--- config.mk ---
export PLATFORM = sky130hd
export DESIGN_NAME = adc_spi_responder
export DESIGN_NICKNAME = d
export VERILOG_FILES = /design/src/rtl/adc_spi_responder.sv
export SDC_FILE = /design/constraint.sdc
export NUM_CORES = 1
export LEC_CHECK = 0
export CORE_MARGIN = 8
export CORE_UTILIZATION = 40
export CTS_BUF_LIST = sky130_fd_sc_hd__clkbuf_4
export DETAILED_ROUTE_END_ITERATION = 8
export HOLD_SLACK_MARGIN = 0.1
export PLACE_DENSITY = 0.56
export SLEW_MARGIN = 20
export SYNTH_ARGS = -nofsm -noshare
export SYNTH_HDL_FRONTEND = slang
export SYNTH_SLANG_ARGS = --single-unit
--- constraint.sdc ---
create_clock -name clk -period 1.87 [get_ports clk]
set_input_delay 0.2805 -clock clk [delete_from_list [all_inputs] [get_ports clk]]
set_output_delay 0.2805 -clock clk [all_outputs]
set_load 0.03 [all_outputs]
--- src/rtl/adc_spi_responder.sv ---
// SPI responder standing in for an ADC128S: decodes the channel, reads a sample memory, returns it next frame.
// Build option: define ADC_RESP_INVERT_EN to return the complement of each fetched sample.
module adc_spi_responder #(
   parameter int SET_BITS    = 6,
   parameter int SYNC_STAGES = 2
) (
   input  logic                clk,
   input  logic                rst,
   input  logic                SS_n,
   input  logic                SCLK,
   input  logic                MOSI,
   output logic                MISO,
   output logic                rd_en,
   output logic [SET_BITS+2:0] rd_addr,
   input  logic [11:0]         rd_data,
   output logic                frame_done,
   output logic                frame_err,
   output logic [2:0]          last_chnnl
);

   typedef enum logic [1:0] {IDLE, SHIFT, LOAD, CAPTURE} state_t;

   state_t               state;
   logic [SYNC_STAGES:0] ss_sync;
   logic [SYNC_STAGES:0] sclk_sync;
   logic [SYNC_STAGES-1:0] mosi_sync;
   logic                 ss_fall;
   logic                 ss_rise;
   logic                 sclk_rise;
   logic                 sclk_fall;
   logic                 mosi_bit;
   logic [15:0]          rx_shft;
   logic [14:0]          tx_shft;
   logic [11:0]          tx_hold;
   logic [11:0]          capture_data;
   logic [4:0]           bit_cnt;
   logic [SET_BITS-1:0]  set_idx;
   logic                 fall_pend;

   // Synchronizers are left unreset so a reset mid-frame sees no false SS_n edge afterwards.
   always_ff @(posedge clk) begin
      ss_sync   <= {ss_sync[SYNC_STAGES-1:0], SS_n};
      sclk_sync <= {sclk_sync[SYNC_STAGES-1:0], SCLK};
      mosi_sync <= {mosi_sync[SYNC_STAGES-2:0], MOSI};
   end

   always_ff @(posedge clk) begin
      if (rst) begin
         ss_fall   <= 1'b0;
         ss_rise   <= 1'b0;
         sclk_rise <= 1'b0;
         sclk_fall <= 1'b0;
         mosi_bit  <= 1'b0;
      end else begin
         ss_fall   <= ss_sync[SYNC_STAGES] & ~ss_sync[SYNC_STAGES-1];
         ss_rise   <= ~ss_sync[SYNC_STAGES] & ss_sync[SYNC_STAGES-1];
         sclk_rise <= ~sclk_sync[SYNC_STAGES] & sclk_sync[SYNC_STAGES-1];
         sclk_fall <= sclk_sync[SYNC_STAGES] & ~sclk_sync[SYNC_STAGES-1];
         mosi_bit  <= mosi_sync[SYNC_STAGES-1];
      end
   end

`ifdef ADC_RESP_INVERT_EN
   assign capture_data = ~rd_data;
`else
   assign capture_data = rd_data;
`endif

   // MISO holds the current outgoing bit; tx_shft holds the bits still to be sent.
   always_ff @(posedge clk) begin
      if (rst) begin
         state      <= IDLE;
         rx_shft    <= '0;
         tx_shft    <= '0;
         tx_hold    <= '0;
         bit_cnt    <= '0;
         set_idx    <= '0;
         fall_pend  <= 1'b0;
         MISO       <= 1'b0;
         rd_en      <= 1'b0;
         rd_addr    <= '0;
         frame_done <= 1'b0;
         frame_err  <= 1'b0;
         last_chnnl <= '0;
      end else begin
         rd_en      <= 1'b0;
         frame_done <= 1'b0;
         frame_err  <= 1'b0;
         case (state)
            IDLE: begin
               if (ss_fall) begin
                  state   <= SHIFT;
                  bit_cnt <= '0;
                  tx_shft <= {3'b000, tx_hold};
                  MISO    <= 1'b0;
               end
            end
            SHIFT: begin
               if (ss_rise) begin
                  MISO <= 1'b0;
                  if (bit_cnt == 5'd16) begin
                     state      <= LOAD;
                     last_chnnl <= rx_shft[13:11];
                     rd_en      <= 1'b1;
                     rd_addr    <= {set_idx, rx_shft[13:11]};
                  end else begin
                     state     <= IDLE;
                     frame_err <= 1'b1;
                  end
               end else if (sclk_rise) begin
                  rx_shft <= {rx_shft[14:0], mosi_bit};
                  if (bit_cnt != 5'd31) begin
                     bit_cnt <= bit_cnt + 5'd1;
                  end
               end else if (sclk_fall) begin
                  MISO    <= tx_shft[14];
                  tx_shft <= {tx_shft[13:0], 1'b0};
               end
            end
            LOAD: begin
               state      <= CAPTURE;
               frame_done <= 1'b1;
               fall_pend  <= ss_fall;
            end
            CAPTURE: begin
               tx_hold   <= capture_data;
               set_idx   <= set_idx + SET_BITS'(1);
               fall_pend <= 1'b0;
               MISO      <= 1'b0;
               // A new frame that started during the read goes straight to shifting the fresh sample.
               if (ss_fall || fall_pend) begin
                  state   <= SHIFT;
                  bit_cnt <= '0;
                  tx_shft <= {3'b000, capture_data};
               end else begin
                  state <= IDLE;
               end
            end
            default: state <= IDLE;
         endcase
      end
   end

endmodule

=== Yosys cells after proc, flatten, opt, wreduce, memory -nomap -nowiden ===
Cells that the tools add are included.

* $add $sub $neg: 2
* Eq/ne operators: 15
* Multiplexer cells: 26
* Bitwise gates (word level): 10
* Reductions and logical operators: 11

{| class="wikitable"
|+ Operator list
! operator !! number
|-
| 2-to-1 mux 15 bit || 5
|-
| case mux 15 bit (3 select lines) || 1
|-
| 2-to-1 mux 5 bit || 5
|-
| != test 2 bit (second input constant) || 8
|-
| case mux 5 bit (3 select lines) || 1
|-
| AND reduction 6 bit || 2
|-
| 2-to-1 mux 1 bit || 8
|-
| case mux 2 bit (4 select lines) || 1
|-
| adder 6 x 1 -> 6 bit (second input constant) || 1
|-
| 2-to-1 mux 2 bit || 3
|-
| != test 3 bit (second input constant) || 2
|-
| inverter 1 bit || 6
|-
| AND reduction 3 bit || 2
|-
| adder 5 x 1 -> 5 bit (second input constant) || 1
|-
| equality test 5 bit (second input constant) || 1
|-
| != test 5 bit (second input constant) || 1
|-
| AND 1 bit || 4
|-
| equality test 2 bit (second input constant) || 2
|-
| AND reduction 4 bit || 1
|-
| case mux 1 bit (3 select lines) || 1
|-
| nonzero test 3 bit || 1
|-
| OR reduction 3 bit || 1
|-
| equality test 2 x 1 -> 1 bit (second input constant) || 1
|-
| zero test 2 bit || 1
|-
| other kinds (4) || 4
|}

* Flip-flop bits (word level): 84
* Input port bits: 17
* Output and inout port bits: 16
* Word-level logic and storage cells: 85

=== Depth between registers and ports, before layout ===
* Depth in word-level cells: 5
* Gate-level depth with buffers: 8
* Depth with buffers taken out: 7

=== Least setup slack after synthesis ===
OpenSTA, ideal clock, no wires.

* Path kind: reg2reg
* Start: reg bit_cnt[0]
* End: reg bit_cnt[0]
* Library setup time: 87 ps
* Arrival time: 1565 ps
* Data required time: 1783 ps
* Slack: 218 ps
* Cell stages (with the launch flop): 9
* Buffers on the path: 1
* Period minus slack after synthesis: 1652 ps
* Cell sequence: dfxtp_1 -> ha_1 -> and3_1 -> ha_1 -> nor2b_1 -> clkbuf_1 -> nand2_1 -> or3_1 -> o31ai_1

* Word-level cells in the longest chain between the ends: 5
* Elaborated cells on any way between the ends: 8
* Classes of those cells: 1 x add/sub; 2 x eq/ne; 4 x mux; 1 x reduce/logical

{| class="wikitable"
|+ Ends and longest elaborated chain
! element !! RTL line !! text
|-
| start: declaration || 36 || <nowiki>logic [4:0] bit_cnt;</nowiki>
|-
| start signal: assignment || 113 || <nowiki>bit_cnt <= bit_cnt + 5'd1;</nowiki>
|-
| adder 5 x 1 -> 5 bit || 113 ||
|-
| 2-to-1 mux 5 bit || 112 || <nowiki>if (bit_cnt != 5'd31) begin</nowiki>
|-
| 2-to-1 mux 5 bit || 110 || <nowiki>end else if (sclk_rise) begin</nowiki>
|-
| 2-to-1 mux 5 bit || 99 || <nowiki>if (ss_rise) begin</nowiki>
|-
| case mux 5 bit (3 select lines) || 89 || <nowiki>case (state)</nowiki>
|}

Parallel ways exist; a longest one is shown, timed or not. The select of a mux whose other input is x is not followed.
A chain may end at the register's enable or synchronous reset.

==> flow_metrics.py <==
metrics = {
    "global_routing": {
        "antenna_found_initial": 0,
        "grtUsageTotal": 0.123,
        "grt_pass1_wl_mm": 11.6,
        "grt_pass1_vias": 2434,
        "grt_max_degree": 29,
        "grt-ovfl-total": 0,
    },
    "placement": {
        "dp_slack_ps": 16.4,
        "placed_area_mm2": 0.00373,
        "place_congestion": 0.743,
        "hpwl_mm": 4.58,
        "port_buffers": 32,
    },
    "critical_path": {
        "crit_slowest_cell": "clkdlybuf4s50_1",
        "start_kind": "flip-flop",
        "crit_arrival_ps": 1460,
        "cpPeakStageDelay_ps": 680,
        "critical-path-top-delay-family": "buffers and inverters",
        "worstPathRequired_ps": 1590,
        "end_kind": "output port",
        "worstPathCellList": "clkdlybuf4s50_1",
        "cp_num_buf_inv": 1,
        "cp_max_fo": 3,
        "path_class": "reg2out",
    },
    "cells_and_area": {
        "syn_to_final_growth_pct": 15.8,
        "nFillCells": 798,
        "drive_gt1_frac": 0.112,
        "utilization": 0.475,
        "nets": 419,
        "fin_area_mm2": 0.00386,
        "diodes": 0,
    },
    "sta": {
        "finalCritPeriodShare": 0.929,
        "rsz0062_at_grt": "no",
        "tightest_slew_ps": 552,
        "period_minus_slack_ps": 1740,
        "fmax_ghz": 0.576,
        "slew-limit-headroom": 0.631,
        "drv_slew": 0,
        "setup_slack_ps": 133,
        "hold_viol_final": 0,
        "fin_skew_ps": 11.1,
        "setup_viol_count_final": 0,
        "tns_ps": 0,
    },
    "route": {
        "num_vias": 2531,
        "drc": 0,
        "drt-vias-per-instance": 4.98,
        "finalWirelength_mm": 6.67,
        "avgRoutedWirePerCell_um": 13.1,
        "drt_iter0_markers": 113,
        "antenna_left": 0,
        "dr.pass1.iters": 6,
    },
    "power": {
        "power_leakage_nw": 1.36,
        "p_per_area_mw_per_mm2": 756,
        "max-vdd-ir-drop_uv": 342,
        "total_power_mw": 2.92,
    },
    "floorplan": {
        "core_area_mm2": 0.00813,
        "die-area_mm2": 0.0115,
        "die_h_um": 107,
        "initial_core_util": 0.410,
        "io_pins": 33,
        "num_rows": 33,
        "die_w_um": 107,
    },
    "clock_tree": {
        "clock_latency_ps": 410,
        "cts_resized": 1,
        "ctsHtreeMaxLevel": 3,
        "cts_tree": "yes",
        "cts_buffers": 9,
        "cts_root_buffer": "clkbuf_4",
        "ctsHoldBuffers": 0,
        "clock-sinks": 81,
        "post_cts_buffers": 0,
        "cts_buffer_depth": 2,
        "clk_pin_slew_worst_paths_ps": 120,
    },
    "run": {
        "maxCapViolations": 0,
    },
    "status": {
        "outcome": "completed",
    },
    "synth": {
        "yosysUniqueCellTypes": 38,
        "synth-seq-cells": 81,
        "yosys.area.top_type": "dfxtp_1",
        "synth_nets": 391,
        "ys_seq_area_frac": 0.486,
        "synth_area_leaders": "dfxtp_1 (49%), nand2_1 (6.4%), mux2i_1 (6.3%), a21oi_1 (5.6%), nor2_1 (3.4%)",
        "netlist_instances": 370,
        "ys_warn_count": 0,
        "netlist_area_mm2": 0.00333,
        "netlist.area_leader.share": 0.486,
        "syn_area_per_cell_um2": 9.01,
    },
    "worst_hold_path": {
        "hp-class": "in2reg",
    },
}
layout make-up:
cell class	instances	area [um^2]	share of cell area
repair buffers	47	440	0.114
inverters	3	11.3	0.00292
multi-input cells	256	1530	0.396
well taps	105	131	0.0340
flip-flops and latches	81	1620	0.420
clock buffers	9	67.6	0.0175
clock inverters	7	61.3	0.0159
stage by stage:
stage / cells / hold WS (ps)
final: 508 / 258
after floorplan: 370 / 308
after CTS: 508 / 226
after global placement: 492 / 311
after detailed placement: 492 / 312
after global routing: 508 / 244
flip-flops by register name (all words and copies together) (netlist names), 3 cells and up, named ones only:
signal	count
sclk_sync	3
bit_cnt	5
tx_shft	15
rx_shft	14
rd_addr	9
tx_hold	12
set_idx	6
ss_sync	3
cells in the final DEF, fill, tap and decap left out, types with 2 or more instances in the layout:
master | netlist | routed
dfxtp_1 | 81 | 81
nand2_1 | 57 | 57
a21oi_1 | 37 | 37
clkdlybuf4s50_1 | 0 | 31
nor2_1 | 30 | 30
mux2i_1 | 21 | 21
nand2b_1 | 16 | 16
nand3_1 | 15 | 15
buf_4 | 8 | 14
a211oi_1 | 12 | 12
o21ai_2 | 10 | 10
o21ai_0 | 9 | 9
clkbuf_4 | 0 | 9
nand4_1 | 7 | 7
nor3b_1 | 6 | 6
xor2_1 | 4 | 4
nor3_1 | 4 | 4
ha_1 | 4 | 4
inv_1 | 3 | 3
and3_1 | 3 | 3
nor2b_1 | 3 | 3
clkinv_1 | 0 | 3
and2b_1 | 2 | 2
nand3b_1 | 2 | 2
clkinvlp_4 | 0 | 2
kinds of logic after synthesis:
kind of cell,count (synthesis),share of synthesized area
XOR/XNOR,5,0.0131
AND/OR/NAND/NOR,153,0.226
multiplexers,21,0.0630
AO/OA/AOI/OAI,73,0.139
adder cells (fa/ha/maj),4,0.0150
buffers and inverters,33,0.0570
flip-flops,81,0.486
cell usage after synthesis:
cell and number:
xnor2_1 1, o21ai_2 10, clkbuf_1 13, buf_2 5, nor3b_4 1, xor2_1 4
or2_2 1, nor2_1 30, and2_1 1, nand3_1 15, o211ai_4 1, o211a_1 1
nor3_1 4, inv_1 3, dfxtp_1 81, ha_1 4, nand4b_1 1, nand2_1 57
and2b_1 2, nand2b_1 16, a311oi_1 1, a211oi_1 12, nand4_1 7, mux2i_1 21
or3_1 1, buf_4 8, nor2b_1 3, o21ai_0 9, and4bb_2 1, buf_6 4
o31ai_1 1, nor2_2 1, o2bb2ai_1 1, a21oi_1 37, or3b_4 1, and3_1 3
nand3b_1 2, nor3b_1 6
where the power goes:
group / internal [mW] / switching (mW) / total [mW]
combinational: 0.0795 / 0.104 / 0.183
sequential: 1.75 / 0.0125 / 1.76
clock: 0.392 / 0.585 / 0.978
per-layer routing:
metal,global-route usage,wire (um),vias to the layer above
li1,-,-,1312
met1,0.164,3370,1162
met2,0.181,2830,46
met3,0.0311,337,11
met4,0.0603,127,0
met5,0,0,-
final timing paths:
check | from | end | slack [ps] | cells after the start
max | rd_addr[0] | last_chnnl[0] | 130 | 1
min reg2reg | mosi_sync[0] | mosi_sync[1] | 340 | 0
min | rst | bit_cnt[1] | 260 | 2
max reg2reg | flip-flop | tx_shft[0] | 150 | 4
(Power assumes the default switching activity.)
